### src/rtl/md_pkg.sv
// Shared definitions for the position-read path: read sequencer state
// encoding and default sizing constants.
package md_pkg;

  typedef enum logic [2:0] {
    IDLE,
    READ_NUM,
    STREAM,
    NEXT_REF,
    FINISH
  } read_state_t;

  localparam int DEFAULT_PARTICLE_ID_WIDTH = 7;
  localparam int DEFAULT_NUM_FILTER        = 7;
  localparam int DEFAULT_DONE_LATENCY      = 2;

  // Width needed to hold a guard count of 0..latency (never narrower than 1 bit).
  function automatic int guard_width(input int latency);
    return (latency < 1) ? 1 : $clog2(latency + 1);
  endfunction

endpackage

### src/rtl/pos_read_controller.sv
// Read sequencer feeding pos_data_preprocessor. For each home-cell reference
// particle it reads the neighbour particle-count word (address 0) and then
// streams neighbour addresses two phases per address until every filter lane
// reports reading_done. Reads freeze while any filter lane is almost full.
//
// Optional build macro POS_READ_PERF_CNT_EN adds stall_cycles/pass_cycles
// performance counters; without it those ports do not exist.
module pos_read_controller
  import md_pkg::*;
#(
  parameter int PARTICLE_ID_WIDTH = DEFAULT_PARTICLE_ID_WIDTH,
  parameter int NUM_FILTER        = DEFAULT_NUM_FILTER,
  parameter int DONE_LATENCY      = DEFAULT_DONE_LATENCY
) (
  input  logic                         clk,
  input  logic                         rst,
  input  logic                         start,
  input  logic [PARTICLE_ID_WIDTH-1:0] home_particle_count,
  input  logic [NUM_FILTER-1:0]        filter_almost_full,
  input  logic [NUM_FILTER-1:0]        reading_done,
  output logic                         phase,
  output logic                         reading_particle_num,
  output logic [PARTICLE_ID_WIDTH-1:0] particle_id,
  output logic [PARTICLE_ID_WIDTH-1:0] ref_id,
  output logic                         pause_reading,
  output logic                         busy,
  output logic                         done
`ifdef POS_READ_PERF_CNT_EN
  ,
  output logic [31:0]                  stall_cycles,
  output logic [31:0]                  pass_cycles
`endif
);

  localparam int GW = guard_width(DONE_LATENCY);
  localparam logic [GW-1:0] GUARD_MAX = GW'(DONE_LATENCY);
  localparam logic [PARTICLE_ID_WIDTH-1:0] PID_MAX = '1;
  localparam logic [PARTICLE_ID_WIDTH-1:0] PID_ONE = PARTICLE_ID_WIDTH'(1);

  read_state_t                  state_reg;
  logic                         phase_reg;
  logic                         rpn_reg;
  logic [PARTICLE_ID_WIDTH-1:0] pid_reg;
  logic [PARTICLE_ID_WIDTH-1:0] ref_reg;
  logic [PARTICLE_ID_WIDTH-1:0] hcnt_reg;
  logic [GW-1:0]                guard_reg;
  logic                         busy_reg;
  logic                         done_reg;

  logic all_done;
  logic guard_expired;

  assign all_done      = &reading_done;
  assign guard_expired = (guard_reg == GUARD_MAX);
  // Back-pressure is only meaningful while a pass is running.
  assign pause_reading = busy_reg & (|filter_almost_full);

  assign phase                = phase_reg;
  assign reading_particle_num = rpn_reg;
  assign particle_id          = pid_reg;
  assign ref_id               = ref_reg;
  assign busy                 = busy_reg;
  assign done                 = done_reg;

  // Sequencer FSM with all outputs registered alongside the state.
  always_ff @(posedge clk or negedge rst) begin
    if (!rst) begin
      state_reg <= IDLE;
      phase_reg <= 1'b0;
      rpn_reg   <= 1'b0;
      pid_reg   <= '0;
      ref_reg   <= '0;
      hcnt_reg  <= '0;
      guard_reg <= '0;
      busy_reg  <= 1'b0;
      done_reg  <= 1'b0;
    end else begin
      done_reg <= 1'b0;
      case (state_reg)
        IDLE: begin
          if (start) begin
            hcnt_reg <= home_particle_count;
            busy_reg <= 1'b1;
            if (home_particle_count == '0) begin
              // Empty home cell: nothing to read, report completion directly.
              state_reg <= FINISH;
              done_reg  <= 1'b1;
            end else begin
              ref_reg   <= PID_ONE;
              pid_reg   <= '0;
              phase_reg <= 1'b0;
              rpn_reg   <= 1'b1;
              state_reg <= READ_NUM;
            end
          end
        end

        READ_NUM: begin
          if (!pause_reading) begin
            if (!phase_reg) begin
              phase_reg <= 1'b1;
            end else begin
              phase_reg <= 1'b0;
              pid_reg   <= PID_ONE;
              guard_reg <= '0;
              rpn_reg   <= 1'b0;
              state_reg <= STREAM;
            end
          end
        end

        STREAM: begin
          // The guard keeps counting through pauses so stale done flags age out.
          if (!guard_expired) begin
            guard_reg <= guard_reg + GW'(1);
          end
          if (guard_expired && all_done) begin
            // Completion takes priority over a simultaneous pause.
            phase_reg <= 1'b0;
            state_reg <= NEXT_REF;
          end else if (!pause_reading) begin
            if (!phase_reg) begin
              phase_reg <= 1'b1;
            end else begin
              phase_reg <= 1'b0;
              // Over-reads past the cell end are dropped downstream; just saturate.
              if (pid_reg != PID_MAX) begin
                pid_reg <= pid_reg + PID_ONE;
              end
            end
          end
        end

        NEXT_REF: begin
          if (ref_reg == hcnt_reg) begin
            state_reg <= FINISH;
            done_reg  <= 1'b1;
          end else begin
            ref_reg   <= ref_reg + PID_ONE;
            pid_reg   <= '0;
            rpn_reg   <= 1'b1;
            state_reg <= READ_NUM;
          end
        end

        FINISH: begin
          busy_reg  <= 1'b0;
          state_reg <= IDLE;
        end

        default: begin
          busy_reg  <= 1'b0;
          rpn_reg   <= 1'b0;
          state_reg <= IDLE;
        end
      endcase
    end
  end

`ifdef POS_READ_PERF_CNT_EN
  logic [31:0] stall_cnt_reg;
  logic [31:0] pass_cnt_reg;

  // Saturating pass/stall cycle counters, cleared when a pass is accepted.
  always_ff @(posedge clk or negedge rst) begin
    if (!rst) begin
      stall_cnt_reg <= '0;
      pass_cnt_reg  <= '0;
    end else if ((state_reg == IDLE) && start) begin
      stall_cnt_reg <= '0;
      pass_cnt_reg  <= '0;
    end else begin
      if (busy_reg && (pass_cnt_reg != 32'hFFFF_FFFF)) begin
        pass_cnt_reg <= pass_cnt_reg + 32'd1;
      end
      if (pause_reading && (stall_cnt_reg != 32'hFFFF_FFFF)) begin
        stall_cnt_reg <= stall_cnt_reg + 32'd1;
      end
    end
  end

  assign stall_cycles = stall_cnt_reg;
  assign pass_cycles  = pass_cnt_reg;
`endif

endmodule

### config.mk
export PLATFORM = sky130hd
export DESIGN_NAME = pos_read_controller
export DESIGN_NICKNAME = d
export VERILOG_FILES = /design/src/rtl/md_pkg.sv /design/src/rtl/pos_read_controller.sv
export SDC_FILE = /design/constraint.sdc
export NUM_CORES = 1
export LEC_CHECK = 0
export CAP_MARGIN = 15
export CORE_UTILIZATION = 42
export DETAILED_ROUTE_END_ITERATION = 10
export PLACE_DENSITY = 0.79
export SETUP_SLACK_MARGIN = 0.5
export SLEW_MARGIN = 25
export SYNTH_ARGS = -nofsm -noshare
export SYNTH_HDL_FRONTEND = slang
export SYNTH_SLANG_ARGS = --single-unit
export TNS_END_PERCENT = 1
### constraint.sdc
create_clock -name clk -period 5.88 [get_ports clk]
set_input_delay 0.588 -clock clk [delete_from_list [all_inputs] [get_ports clk]]
set_output_delay 0.588 -clock clk [all_outputs]
set_load 0.02 [all_outputs]
# After elaboration in Yosys (flattened, before gate mapping)
# Cells that the tools add are included.
[totals]
ramBits = 0
wordCells = 95
inputBits = 24
regBits = 30
output_inout_bits = 19
latch_bits = 0
romBits = 0
memories = 0
[op_classes]
n_eq_ne = 18
div_mod_pow = 0
n_lt_le_gt_ge = 0
n_reduce_logical = 19
n_bitwise = 3
addsub = 3
n_shift = 0
n_mul = 0
n_mux = 43
[ops]
columns = ["operator", "n"]
rows = [
  ["7-bit two-way mux", 12],
  ["7-bit case mux with 4 select lines", 1],
  ["2-bit inequality test (second input constant)", 11],
  ["3-bit two-way mux", 6],
  ["7-bit by 1-bit adder with 7-bit output (second input constant)", 2],
  ["1-bit two-way mux", 14],
  ["7-bit case mux with 2 select lines", 1],
  ["3-bit case mux with 4 select lines", 1],
  ["4-bit AND reduction", 3],
  ["10-bit AND reduction", 1],
  ["7-bit == test", 1],
  ["7-bit logical NOT", 1],
  ["7-bit inequality test (second input constant)", 1],
  ["7-bit AND reduction", 1],
  ["7-bit OR reduction", 1],
  ["3-bit by 2-bit == test with 1-bit output (second input constant)", 2],
  ["2-bit two-way mux", 3],
  ["6-bit AND reduction", 1],
  ["1-bit case mux with 2 select lines", 2],
  ["1-bit case mux with 4 select lines", 1],
  ["2-bit case mux with 2 select lines", 1],
  ["2-bit AND reduction", 2],
  ["2-bit nonzero test", 2],
  ["4-bit nonzero test", 1],
  ["13 further kinds", 14],
]

# Longest topological paths before layout
# Gate-level depths: netlist of run 1.
[logic_depth]
ltp_word = 6
ltp_mapped = 7
mapped_depth_nobuf = 7

# Worst setup path after synthesis of run 1
# OpenSTA, ideal clock, no wires.
[synth_timing]
path_type = "input to register"
start = "in home_particle_count[2]"
end = "reg phase_reg (netlist: phase)"
required_ns = 5.798
n_path_buf = 0
setup_ns = 0.082
path_stages = 5
arrival_ns = 2.004
setup_slack_ns = 3.794
cell_sequence = "or4_4 > or4_4 > a211oi_2 > a221oi_1 > a31oi_1"
[synth_via]
elab_chain_cells = 3
[synth_lines]
columns = ["element", "line_no", "rtl"]
rows = [
  ["from (decl)", "pos_read_controller.sv:18", "input logic [PARTICLE_ID_WIDTH-1:0] home_particle_count,"],
  ["7-bit logical NOT", "pos_read_controller.sv:84", "if (home_particle_count == '0) begin"],
  ["2-bit inequality test (no source line)", "-", ""],
  ["3-bit AND reduction (no source line)", "-", ""],
  ["to (signal assigned)", "pos_read_controller.sv:91", "phase_reg <= 1'b0;"],
  ["to (signal assigned)", "pos_read_controller.sv:101", "phase_reg <= 1'b1;"],
  ["to (signal assigned)", "pos_read_controller.sv:103", "phase_reg <= 1'b0;"],
  ["to (decl)", "pos_read_controller.sv:41", "logic phase_reg;"],
]
# No other way between the ends.
# A chain may end at the register's enable or synchronous reset.

# Worst setup path after layout of run 1
[layout_timing]
start = "in filter_almost_full[2]"
end = "out pause_reading"
[layout_via]
elab_chain_cells = 2
[layout_lines]
columns = ["element", "line_no", "rtl"]
rows = [
  ["from (decl)", "pos_read_controller.sv:19", "input logic [NUM_FILTER-1:0] filter_almost_full,"],
  ["7-bit OR reduction", "pos_read_controller.sv:56", "assign pause_reading = busy_reg & (|filter_almost_full);"],
  ["1-bit bitwise AND", "pos_read_controller.sv:56", ""],
  ["to (decl)", "pos_read_controller.sv:25", "output logic pause_reading,"],
]
# No other way between the ends.

==> out/results.ini, run 1 <==
[synthesis]
synth_top_area_share_pct = 42.6
synth.area.top_cells = dfrtp_1 (43%), mux2_2 (4.5%), nand2_1 (3.6%)
avgSynthCellArea_sq_um = 9.67
synth_edf_count = 0
synth.largest_area_cell = dfrtp_1
postSynthCellCount = 182
syn-cell-area_sq_um = 1760
synth_cell_types = 51
synth-async-reset-ratio_pct = 100
ys_warn_count = 0
ys_seq_area_share_pct = 42.6
synth_flop_cell = dfrtp_1
synth_seq_cells = 30
synth_fp_nets = 209

[timing]
slew_violations = 0
rsz0062_at_grt = false
tightestPinTransition_ps = 541
max_freq_mhz = 372
tns_ps = 0
finalWorstSetupSlack_ps = 3190
finalHoldViolCount = 0
skew_ps = 9.50
min_period_over_period_pct = 45.8
finalCriticalPeriod_ps = 2690
slew-limit-headroom_pct = 63.5
setup_viol = 0

[clocking]
clk_pin_slew_ps = 60
clkSinkCount = 30
clk_latency_ps = 290
holdBufCountCts = 0
cts_setup_buffers = 0
cts_resized = 0
clockRootBuffer = clkbuf_8
clockBufferDepth = 2
cts_max_level = 2
tritoncts = done
numCtsBuffers = 5

[global_routing]
grt_pass1_wl_microns = 6810
grt_overflow = 0
track_usage_pct = 20.5
antenna_found_initial = 0
first_global_vias = 1508
grt_max_degree = 31

[place]
gp_congestion = 0.775
dp_hpwl_microns = 2930
place_ws_ps = 3170
numPortBuffers = 42
dp.cells = 267

[worst_setup_path]
path_common_cell = clkdlybuf4s50_1
critical_path_class = input pin to output port
cp_slowest_cell = clkdlybuf4s50_1
cp-start-kind = input pin
cp.arrival_ps = 2100
crit_path_max_incr_delay_ps = 560
r2r-start = state_reg[0]
cp-startpoint = filter_almost_full[2]
required_ps = 5290
worstPathCellList = clkdlybuf4s50_1 > nor4_4 > a21oi_1 > clkdlybuf4s50_1
endpoint_kind = output port
cp_max_fo = 3

[finish]
drive_gt1_share_pct = 11.6
antennaDiodeCount = 0
layout.nets = 251
layout.cells.most_common = clkdlybuf4s50_1
instances_no_fill = 275
syn2layout_area_growth_pct = 31.4
layout_common_cells = clkdlybuf4s50_1 (42), dfrtp_1 (30), nand2_1 (17)

[floorplanning]
floorplan.die.height_microns = 66.7
rows = 23
fp.coreArea_sq_um = 4000
dieArea_sq_um = 4450
initial_core_util_pct = 44.0
top_level_ports = 43
fp.dieW_microns = 66.7

[worst_hold_path]
hp-class = flip-flop to flip-flop
hp-start = guard_reg[0]

[drt]
ant_nets = 0
totalWireLength_microns = 4020
drc = 0
routed_via_density = 5.71
vias = 1571
wire_per_inst_microns = 14.6
dr.first_iter.drc_count = 79
first_pass_iters = 4

[power]
p_seq_share_pct = 39.2
powerDensity_nw_per_um2 = 384
intPower_uw = 546
swShare_pct = 38.6
combPwrFrac_pct = 40.9
pwr-share-clk_pct = 19.9
p_sw_uw = 343
ir_worst_vdd_mv = 0.211
p_leak_nw = 0.903

[flow_run]
maxCapViolations = 0

[status]
status = finished clean

-- routing by layer --
metal	vias to the layer above	track usage [%]	wire, microns
met5	-	0	0
li1	771	-	-
met3	7	4.28	189
met4	0	8.78	75
met1	747	26.8	1850
met2	46	32.7	1910
-- per-stage QoR --
| step | total power, mW | utilization (%) | hold slack, ps | area [sq um] |
|---|---|---|---|---|
| CTS | 0.893 | 57.8 | 490 | 2310 |
| finish | 0.889 | 57.8 | 483 | 2310 |
| detailed placement | 0.716 | 55.5 | 477 | 2220 |
| global route | 0.950 | 57.8 | 505 | 2310 |
| global placement | 0.706 | 55.5 | 462 | 2220 |
| floorplan | 0.578 | - | 292 | 1760 |
-- path summary, 6_finish.rpt --
path,endpoint,slack [ps],cells after the start
max in group asynchronous,guard_reg[0],4910,2
min in group asynchronous,particle_id[1],690,2
min reg2reg,guard_reg[0],480,1
max,pause_reading,3190,4
min,guard_reg[0],480,1
max reg2reg,particle_id[0],3810,5
-- synth_stat cells, types with 2 or more instances --
master,instances
a211o_1,3
a211oi_1,5
a21oi_1,9
a31oi_1,8
a41oi_1,3
and2_1,3
and3_1,2
clkbuf_1,6
dfrtp_1,30
ha_1,3
inv_1,6
mux2_2,7
nand2_1,17
nand2b_1,7
nand3_1,6
nand4_1,2
nor2_1,8
nor2b_1,2
nor3_1,5
nor4_1,3
o21ai_0,9
o311a_1,2
or3b_2,2
or4_4,2
xnor2_1,6
-- cells by family after synthesis --
family          Yosys count  share of synthesized area [%]
compound gates           55                           22.4
xor+xnor                  7                           3.48
fa+ha+maj                 3                           2.13
buf+inv                  14                           3.13
flops                    30                           42.6
mux                       8                           5.05
simple gates             65                           21.2
-- cell type report --
| cell class | count | area [sq um] |
|---|---|---|
| Fill cell | 362 | 1690 |
| Multi-Input combinational cell | 138 | 955 |
| Sequential cell | 30 | 751 |
| Timing Repair Buffer | 43 | 428 |
| Clock buffer | 6 | 82.6 |
| Tap cell | 50 | 62.6 |
| Inverter | 6 | 22.5 |
| Clock inverter | 2 | 12.5 |
-- worst max-delay path: cells and delay by family --
| kind | cells | cell delay (ps) |
|---|---|---|
| AOI/OAI and AO/OA | 1 | 150 |
| buffers and inverters | 2 | 1010 |
| and+or+nand+nor | 1 | 350 |
-- power groups by stage --
stage | Combinational, mW | Sequential, mW | Clock [mW]
after floorplan | 0.219 | 0.360 | 0
after global placement | 0.354 | 0.352 | 0
after detailed placement | 0.363 | 0.353 | 0
after CTS | 0.364 | 0.350 | 0.179
after global routing | 0.402 | 0.361 | 0.187
final | 0.363 | 0.349 | 0.177
Power figures use the tool's default switching activity.
==> inputs of run 2 (changes only) <==
- clock period: 5.88 -> 2.5 ns (I/O delays scaled with it)
==> run 2 against run 1 <==
  * Non-clock buffer count rose by 2
  * Combinational power rose by 140%
  * Die area did not move
  * Routed wire length rose by 7.7%
  * First-iteration DRC count rose by 110%
  * Clock power rose to 2.7 times the previous value
  * Sequential share of layout area fell by 0.63 points
  * Sequential cell count did not move
  * Critical endpoint is now particle_id[6]
  * Highest routed layer unchanged
==> out/results.ini, run 2 (same netlist as run 1, synthesis figures left out) <==
[timing]
min_period_over_period_pct = 79.7
tightestPinTransition_ps = 579  ; +38.6 ps
setup_viol = 0  ; unchanged
tns_ps = 0  ; unchanged
finalHoldViolCount = 0  ; unchanged
skew_ps = 6.89  ; -2.60 ps
rsz0062_at_grt = true
max_freq_mhz = 502
slew-limit-headroom_pct = 61.3  ; -2.2 points
finalCriticalPeriod_ps = 1990
slew_violations = 0  ; unchanged

[global_routing]
track_usage_pct = 21.6  ; +1.0 points
grt_pass1_wl_microns = 7040  ; +3.3%
antenna_found_initial = 0  ; unchanged
grt_max_degree = 19  ; -39%
first_global_vias = 1496  ; -0.80%
grt_overflow = 0  ; unchanged

[worst_setup_path]
crit_path_max_incr_delay_ps = 540  ; -20 ps
r2r-end = ref_id[0]
ff2ff_path_depth = 5  ; unchanged
required_ps = 2640  ; -2650 ps
cp-start-kind = input pin
crit_buf_inv = 2  ; unchanged
cp_max_fo = 4  ; +1
endpoint_kind = flip-flop
rrSetupSlack_ps = 520  ; -3290 ps
crit_cells = 7  ; +3
critical_path_class = input pin to flip-flop
r2r-start = ref_id[4]
cp_slowest_cell = or4_4
cp.arrival_ps = 2130  ; +30 ps
endpoint = particle_id[6]
cp_top_family = compound AO/OA/AOI/OAI gates
cp-startpoint = home_particle_count[2]
worstPathCellList = clkdlybuf4s50_1 > or4_4 > o41ai_1 > buf_4 > a211oi_2 > a41oi_1 > a31oi_1

[finish]
layout_common_cells = clkdlybuf4s50_1 (41), dfrtp_1 (28), nand2_1 (17)
multi_input_area_sq_um = 977  ; +2.4%
layout.nets = 253  ; +0.80%
seq_area_sq_um = 753  ; +0.33%
syn2layout_area_growth_pct = 34.5
n_fill_cell = 358  ; -1.1%
antennaDiodeCount = 0  ; unchanged
finish.utilization_pct = 59.2  ; +1.3 points
drive_gt1_share_pct = 15.0  ; +3.4 points
layout.cells.most_common = clkdlybuf4s50_1

[drt]
wire_per_inst_microns = 15.6  ; +6.9%
routed_via_density = 5.89  ; +3.1%
totalWireLength_microns = 4330  ; +7.7%
dr.first_iter.drc_count = 169  ; +110%
drc = 0  ; unchanged
ant_nets = 0  ; unchanged
first_pass_iters = 4  ; unchanged
vias = 1631  ; +3.8%

[power]
p_leak_nw = 0.917  ; +1.6%
ir_worst_vdd_mv = 0.592  ; +180%
powerDensity_nw_per_um2 = 925  ; +140%

[floorplanning]
top_level_ports = 43  ; unchanged
initial_core_util_pct = 44.0  ; unchanged
floorplan.die.height_microns = 66.7  ; unchanged
fp.coreArea_sq_um = 4000  ; unchanged
dieArea_sq_um = 4450  ; unchanged
fp.dieW_microns = 66.7  ; unchanged
rows = 23  ; unchanged

[clocking]
holdBufCountCts = 0  ; unchanged
tritoncts = done
clkSinkCount = 30  ; unchanged
clockBufferDepth = 2  ; unchanged
clk_latency_ps = 280  ; about the same
clockRootBuffer = clkbuf_8
numCtsBuffers = 5  ; unchanged
cts_setup_buffers = 0  ; unchanged
cts_resized = 4  ; +4
cts_max_level = 2  ; unchanged
clk_pin_slew_ps = 70  ; about the same

[flow_run]
maxCapViolations = 0  ; unchanged

[place]
dp_hpwl_microns = 3070  ; +4.8%
gp_congestion = 0.850  ; +9.7%
numPortBuffers = 42  ; unchanged

[worst_hold_path]
hp-class = input pin to asynchronous set/reset pin

[status]
status = finished clean

-- run 2: cell count changes in the layout (fill, tap and decap cells not counted), sizes merged --
cell,previous run,this run
bufinv,0,1
buf,1,3
clkinv,1,0
clkdlybuf4s50,42,41
clkbuf,6,7
clkinvlp,1,0
dlymetal6s2s,0,1
-- run 2: worst register-to-register path: cells and delay by family (launching register included) --
| kind | cells | cell delay [ps] |
|---|---|---|
| AO/OA/AOI/OAI | 2 | 750 |
| XOR/XNOR | 1 | 220 |
| flip-flops | 1 | 470 |
| AND/OR/NAND/NOR | 2 | 430 |
-- run 2: how the worst min path moves through the flow --
| stage | start | endpoint | slack (ps) | depth (start not counted) |
|---|---|---|---|---|
| finish | rst | hcnt_reg[2] | 330 | 1 |
| global route | rst | hcnt_reg[4] | 380 | 1 |
| CTS | rst | hcnt_reg[2] | 340 | 1 |
| detailed placement | guard_reg[0] | guard_reg[0] | 490 | 1 |
| global placement | guard_reg[0] | guard_reg[0] | 460 | 1 |
| floorplan | rst | busy | -50 | 0 |
-- run 2: power breakdown --
part	internal, mW	switching [mW]	total (mW)
registers	0.631	0.198	0.828
clock network	0.298	0.184	0.482
logic	0.446	0.433	0.880
total	1.38	0.815	2.19
-- run 2: cell type report --
type	count	area share, %
Multi-Input combinational cell	138	41.3
Sequential cell	30	31.8
Clock inverter	1	1.27
Inverter	6	0.951
Clock buffer	7	3.22
Timing Repair Buffer	45	18.8
Tap cell	50	2.64
-- run 2: per-stage QoR --
stage / area (sq um) / setup WS, ps / instances / hold WS, ps / power, mW
final: 2370 / 508 / 277 / 331 / 2.19
after CTS: 2350 / 465 / 277 / 343 / 2.20
after global routing: 2370 / 415 / 277 / 383 / 2.33
after detailed placement: 2230 / 126 / 269 / 486 / 1.69
after floorplan: 1760 / 540 / 182 / -45.6 / 1.36
after global placement: 2230 / 214 / 269 / 463 / 1.67
-- run 2: routing by layer --
| metal | wire length [microns] | GRT usage (%) | vias to the layer above |
|---|---|---|---|
| met4 | 104 | 9.04 | 0 |
| met5 | 0 | 0 | - |
| met3 | 269 | 5.82 | 16 |
| met2 | 2090 | 34.7 | 70 |
| li1 | - | - | 781 |
| met1 | 1870 | 27.1 | 764 |
